--- src/rtl/note_player.sv ---
// note_player: holds a latched note for a given number of beat ticks while play is high,
// then returns a one-cycle note_done pulse to the song controller.
module note_player #(
    parameter int NOTE_W = 6,
    parameter int DUR_W  = 6
) (
    input  logic              clk,
    input  logic              reset,
    input  logic              play,
    input  logic              new_note,
    input  logic [NOTE_W-1:0] note_in,
    input  logic [DUR_W-1:0]  duration_in,
    input  logic              beat,
    output logic [NOTE_W-1:0] note_out,
    output logic              note_active,
    output logic [DUR_W-1:0]  elapsed,
    output logic              note_done
);
    typedef enum logic [1:0] {IDLE, PLAYING, PAUSED, DONE} state_t;
    state_t            state, state_nx;
    logic [DUR_W-1:0]  remaining, remaining_nx, elapsed_nx;
    logic [NOTE_W-1:0] note_nx;
    logic              active_nx;
    logic              last_beat;
    logic              audible;
    assign last_beat = remaining <= DUR_W'(1);
    assign audible   = note_out != '0;
    always_ff @(posedge clk) begin
        if (!reset) begin
            state       <= IDLE;
            note_out    <= '0;
            note_active <= 1'b0;
            elapsed     <= '0;
            remaining   <= '0;
            note_done   <= 1'b0;
        end else begin
            state       <= state_nx;
            note_out    <= note_nx;
            note_active <= active_nx;
            elapsed     <= elapsed_nx;
            remaining   <= remaining_nx;
            note_done   <= state == DONE;
        end
    end
    // A strobe reloads from any state; in DONE the pending pulse is still issued above.
    always_comb begin
        state_nx     = state;
        note_nx      = note_out;
        remaining_nx = remaining;
        elapsed_nx   = elapsed;
        active_nx    = 1'b0;
        if (new_note) begin
            note_nx      = note_in;
            remaining_nx = duration_in;
            elapsed_nx   = '0;
            state_nx     = duration_in == '0 ? DONE : play ? PLAYING : PAUSED;
            active_nx    = duration_in != '0 && play && note_in != '0;
        end else begin
            case (state)
                PLAYING: begin
                    if (!play) begin
                        state_nx = PAUSED;
                    end else if (beat) begin
                        remaining_nx = remaining == '0 ? remaining : remaining - DUR_W'(1);
                        elapsed_nx   = &elapsed ? elapsed : elapsed + DUR_W'(1);
                        state_nx     = last_beat ? DONE : PLAYING;
                        active_nx    = !last_beat && audible;
                    end else begin
                        active_nx = audible;
                    end
                end
                PAUSED: begin
                    state_nx  = play ? PLAYING : PAUSED;
                    active_nx = play && audible;
                end
                DONE:    state_nx = IDLE;
                default: state_nx = state;
            endcase
        end
    end
endmodule

--- config.mk ---
export PLATFORM = sky130hd
export DESIGN_NAME = note_player
export DESIGN_NICKNAME = d
export VERILOG_FILES = /design/src/rtl/note_player.sv
export SDC_FILE = /design/constraint.sdc
export NUM_CORES = 1
export LEC_CHECK = 0
export ABC_AREA = 1
export CAP_MARGIN = 20
export CORE_MARGIN = 5
export CORE_UTILIZATION = 44
export CTS_BUF_LIST = sky130_fd_sc_hd__clkbuf_4 sky130_fd_sc_hd__clkbuf_8 sky130_fd_sc_hd__clkbuf_16
export CTS_CLUSTER_DIAMETER = 150
export DETAILED_ROUTE_END_ITERATION = 16
export PLACE_DENSITY_LB_ADDON = 0.3
export SETUP_SLACK_MARGIN = 0.02
export SLEW_MARGIN = 20
export SYNTH_ARGS = -nofsm -noshare
export SYNTH_HDL_FRONTEND = slang
export SYNTH_SLANG_ARGS = --single-unit
export TNS_END_PERCENT = 50
--- constraint.sdc ---
create_clock -name clk -period 1.2 [get_ports clk]
set_input_delay 0.24 -clock clk [delete_from_list [all_inputs] [get_ports clk]]
set_output_delay 0.24 -clock clk [all_outputs]
set_load 0.05 [all_outputs]
## Yosys cells after proc, flatten, opt, wreduce, memory -nomap -nowiden

Cells that the tools add are included.

| storage, ports and cells | value |
|---|---|
| flip-flop bits (word level) | 22 |
| latch bits | 0 |
| memory bits (writable) | 0 |
| ROM bits | 0 |
| input port bits | 17 |
| output and inout bits | 14 |
| memories | 0 |

| cells by class | value |
|---|---|
| add/sub/neg operators | 2 |
| multiply operators | 0 |
| div/mod/pow operators | 0 |
| $lt $le $gt $ge | 1 |
| equality and inequality tests | 5 |
| shifts and indexed selects | 0 |
| muxes and demuxes | 16 |
| bitwise operators | 2 |
| reduce and logical (&&, ||, !) cells | 19 |

Operators with widths:

| operator | count |
|---|---|
| $mux W6 | 5 |
| $reduce_bool A6 Y1 | 3 |
| $logic_not A6 Y1 | 2 |
| $mux W2 | 6 |
| $reduce_and A4 Y1 | 2 |
| $add A6 B1 Y6 const B | 1 |
| $le A6 B1 Y1 const B | 1 |
| $pmux W2 S3 | 1 |
| $reduce_and A6 Y1 | 1 |
| $reduce_bool A2 Y1 | 3 |
| $sub A6 B1 Y6 const B | 1 |
| $eq A2 B2 Y1 const B | 2 |
| $logic_and A1 B1 Y1 | 4 |
| $ne A4 B4 Y1 const B | 1 |
| $reduce_bool A4 Y1 | 1 |
| $mux W1 | 3 |
| $eq A2 B1 Y1 const B | 1 |
| $ne A2 B2 Y1 const B | 1 |
| $not A1 Y1 | 2 |
| $pmux W1 S2 | 1 |
| $reduce_and A2 Y1 | 1 |
| $reduce_or A2 Y1 | 1 |
| $logic_not A1 Y1 | 1 |

## Depth between registers and ports, before layout

| depth | value |
|---|---|
| word-level depth | 7 |
| gate-level depth with buffers | 9 |
| gate-level depth less buffers | 9 |

## Least setup slack after synthesis

Ideal clock, no wire load.

| timing | value |
|---|---|
| path kind | flip-flop to flip-flop |
| start point | reg elapsed[0] |
| end point | reg elapsed[0] |
| setup time | 0.149 ns |
| data arrival time | 1.564 ns |
| required time | 1.051 ns |
| path slack | -0.513 ns |
| stages on the path, launching flop included | 7 |
| cell sequence | dfxtp_1 -> ha_1 -> nand3_2 -> o21ai_4 -> inv_4 -> o21ai_1 -> a21oi_1 |

| on the way | value |
|---|---|
| cells in the longest elaborated chain, start to end | 3 |
| elaborated cells between the ends (all ways) | 4 |
| classes of those cells | 1 x add/sub; 1 x bitwise; 2 x reduce/logical |

Ends and longest elaborated chain:

| item | line | text |
|---|---|---|
| start, declared | 16 | `output logic [DUR_W-1:0] elapsed,` |
| start signal, assigned | 40 | `elapsed <= elapsed_nx;` |
| branches (longest 3 deep; another with $add A6 B1 Y6) | - |  |

Several ways; the timed one is not identified.
A chain may end at the register's enable or synchronous reset.

## Worst setup path in the final report

| timing | value |
|---|---|
| start point | in play |
| end point | reg state[1] |

| on the way | value |
|---|---|
| cells in the longest elaborated chain, start to end | 3 |
| elaborated cells between the ends (all ways) | 7 |
| classes of those cells | 1 x eq/ne; 5 x mux; 1 x reduce/logical |

Ends and longest elaborated chain:

| item | line | text |
|---|---|---|
| start, declared | 9 | `input logic play,` |
| $mux W2 (on tied branches) | 56, 73, 61 |  |
| $pmux W2 S3 / $mux W2 (equally long branches) | 59, 56 |  |
| $mux W2 | 52 | `if (new_note) begin` |
| end signal, assigned | 37 | `state <= state_nx;` |
| end, declared | 20 | `state_t state, state_nx;` |

Several ways; a longest one is shown, not always the timed one.

==> impl_metrics.json <==
{
  "outcome": "complete, but fails checks",
  "grt_max_degree": 13,
  "crit_type": "in -> reg",
  "fin_hold_ws_ns": 0.5203,
  "rsz0062_at_grt": "yes",
  "rows": 20,
  "dr.first_iter.drc_count": 105,
  "syn-num-nets": 224,
  "htreeDepth": 1,
  "synth-edff-count": 0,
  "drive_gt1_share_pct": 39.69,
  "ys_seq_elements": 22,
  "ys_types": 28,
  "initial_utilization_pct": 44.45,
  "ys_warn_count": 0,
  "setup_tns_ns": -0.6189,
  "clk_pin_slew_worst_paths_ns": 0.13,
  "finalSetupViolations": 13,
  "endpoint_kind": "register",
  "postSynthCellCount": 201,
  "hp-start": "note_in[4]",
  "worstMarginPinSlew_ns": 0.3163,
  "slew_headroom_pct": 78.89,
  "cts_hold_buf": 0,
  "cp_max_fo": 3,
  "drc": 0,
  "grt_usage_pct": 19.48,
  "n_antenna_cell": 0,
  "die_h_um": 64.85,
  "synth_top_area_share_pct": 33.27,
  "avgSynthCellArea_um2": 6.586,
  "cp.arrival_ns": 1.56,
  "synth_common_cells": "42 x nor2_1, 39 x nand2_1, 26 x inv_1, 22 x dfxtp_1, 17 x nand3_1",
  "hp-class": "in -> reg",
  "wl_um": 3806,
  "clkLatencyLatePin_ns": 0.31,
  "fillers": 208,
  "grt_pass1_wl_um": 6630,
  "clockBufferDepth": 2,
  "leakage_nw": 1.009,
  "syn_area_um2": 1324,
  "dieWidth_um": 64.85,
  "io_buffers": 30,
  "ir_worst_vdd_mv": 0.7425,
  "dpl-instance-area_um2": 2039,
  "violations": "negative setup slack",
  "die-area_um2": 4206,
  "start_kind": "primary input",
  "seq_area_frac_synth_pct": 33.27,
  "max_freq_mhz": 750.8,
  "synth_area_leaders": "dfxtp_1 33%, nor2_1 12%, nand2_1 11%",
  "cts_sinks": 22,
  "drv_cap": 0,
  "area_growth_syn_to_layout_pct": 72.59,
  "critPathRequiredTime_ns": 1.43,
  "core_area_um2": 2978,
  "cts_tree": "done",
  "vias": 1516,
  "timing.final.crit_period_ns": 1.332,
  "grt-ovfl-total": 0,
  "grt_pass1_vias": 1497,
  "gp_congestion": 0.9163,
  "cts_buffers": 3,
  "wl_per_cell_um": 12.90,
  "drv_slew": 0,
  "worst_slack_ns": -0.1319,
  "drtAntennaViolNets": 0,
  "dp_hpwl_um": 2726,
  "vias_per_cell": 5.139,
  "power_density_nw_per_um2": 882.2,
  "synthFlopType": "dfxtp_1",
  "first_pass_iters": 4,
  "nets": 286,
  "period_share_pct": 111.0,
  "antenna_found_initial": 0,
  "skew_ns": 0.004676,
  "yosysMostFrequentCell": "nor2_1",
  "final_cell_area_um2": 2285,
  "io_pins": 31,
  "finalHoldViolCount": 0,
  "cts_root_buf": "clkbuf_4",
  "async_reset_ff_share_pct": 0,
  "crit_start": "play",
  "reg2reg_from": "state[1]$_SDFFE_PN0P_",
  "yosysTopAreaCell": "dfxtp_1"
}
==> power breakdown <==
part	total [mW]	switching, mW	leakage, nW	internal (mW)
clock network	0.421	0.236	0.0210	0.185
logic	0.765	0.391	0.800	0.373
registers	0.829	0.0492	0.188	0.780
total	2.02	0.677	1.01	1.34
==> final cells by class <==
type	count	area, µm²	area share [%]
multi-input combinational	149	924.6	40.47
timing repair buffer	59	705.7	30.89
sequential	22	466.7	20.43
inverter	28	110.1	4.819
tap	33	41.29	1.807
clock buffer	4	36.28	1.588
==> state kept, by name, summed over array words and instances (netlist names) <==
signal,cells
note_active,1
state,2
note_done,1
note_out,6
remaining,6
elapsed,6
==> stage by stage <==
step / power, mW / instances / setup slack, ns / utilization [%]
floorplan: 1.150 / 201 / -0.1132 / -
global placement: 1.443 / 288 / -0.2935 / 68.49
detailed placement: 1.452 / 288 / -0.3698 / 68.49
CTS: 1.972 / 294 / -0.07546 / 74.33
global route: 2.134 / 295 / -0.2012 / 76.72
finish: 2.015 / 295 / -0.1319 / 76.72
==> critical path, stage by stage <==
cell and delay, ns:
clkdlybuf4s50_1 0.56, inv_1 0.08, nor2_1 0.22, nand3_1 0.14, nand2_1 0.11, inv_2 0.06, o21ai_2 0.11, a21oi_2 0.04
==> path summary, 6_finish.rpt <==
path | to | slack, ns | depth (start not counted)
worst max-delay path | state[1]$_SDFFE_PN0P_ | -0.13 | 8
worst min-delay path | note_out[4]$_SDFFE_PN0P_ | 0.52 | 3
worst max register to register | remaining[4]$_SDFFE_PN0P_ | -0.08 | 9
worst min register to register | elapsed[5]$_SDFFE_PP0P_ | 0.54 | 2
==> cell usage in the layout, fill, tap and decap left out, types with 5 or more instances in the layout <==
cell type        count
nor2_1              39
nand2_1             35
inv_1               21
buf_4               21
clkdlybuf4s50_1     16
buf_12              16
nand3_1             15
dfxtp_2             12
o21ai_0             10
dfxtp_1              7
nand2_2              6
ha_4                 6
buf_6                6
inv_2                5
a21oi_1              5
a21oi_2              5
==> routing by layer <==
| metal | wire length [µm] | GRT usage, % | up-vias | part of all wire (%) |
|---|---|---|---|---|
| met5 | 0 | 0 | - | 0 |
| met4 | 91 | 6.069 | 0 | 2.4 |
| met3 | 221 | 4.506 | 12 | 5.8 |
| met2 | 1783 | 32.82 | 48 | 47 |
| met1 | 1710 | 24.42 | 685 | 45 |
| li1 | - | - | 771 | - |
==> cells by family (layout without fill, tap and decap cells) <==
| logic type | Yosys count | after routing | share of synthesized area [%] |
|---|---|---|---|
| buffers and inverters | 31 | 91 | 9.168 |
| AOI/OAI and AO/OA | 26 | 26 | 11.44 |
| DFF | 22 | 22 | 33.27 |
| adders and majority gates | 6 | 6 | 5.671 |
| xor gates and xnor gates | 1 | 1 | 0.6617 |
| and+or+nand+nor | 115 | 116 | 39.79 |
==> what timing repair did <==
| item | 4_1_cts | 5_1_grt |
|---|---|---|
| hold endpoints to repair | 0 | 0 |
| gates resized for setup | 30 | 21 |
| pin swaps | 12 | 9 |
| buffers inserted | 1 | 1 |
| setup endpoints to repair | 19 | 24 |
| cloned | 1 | 0 |
Power figures use the tool's default switching activity.
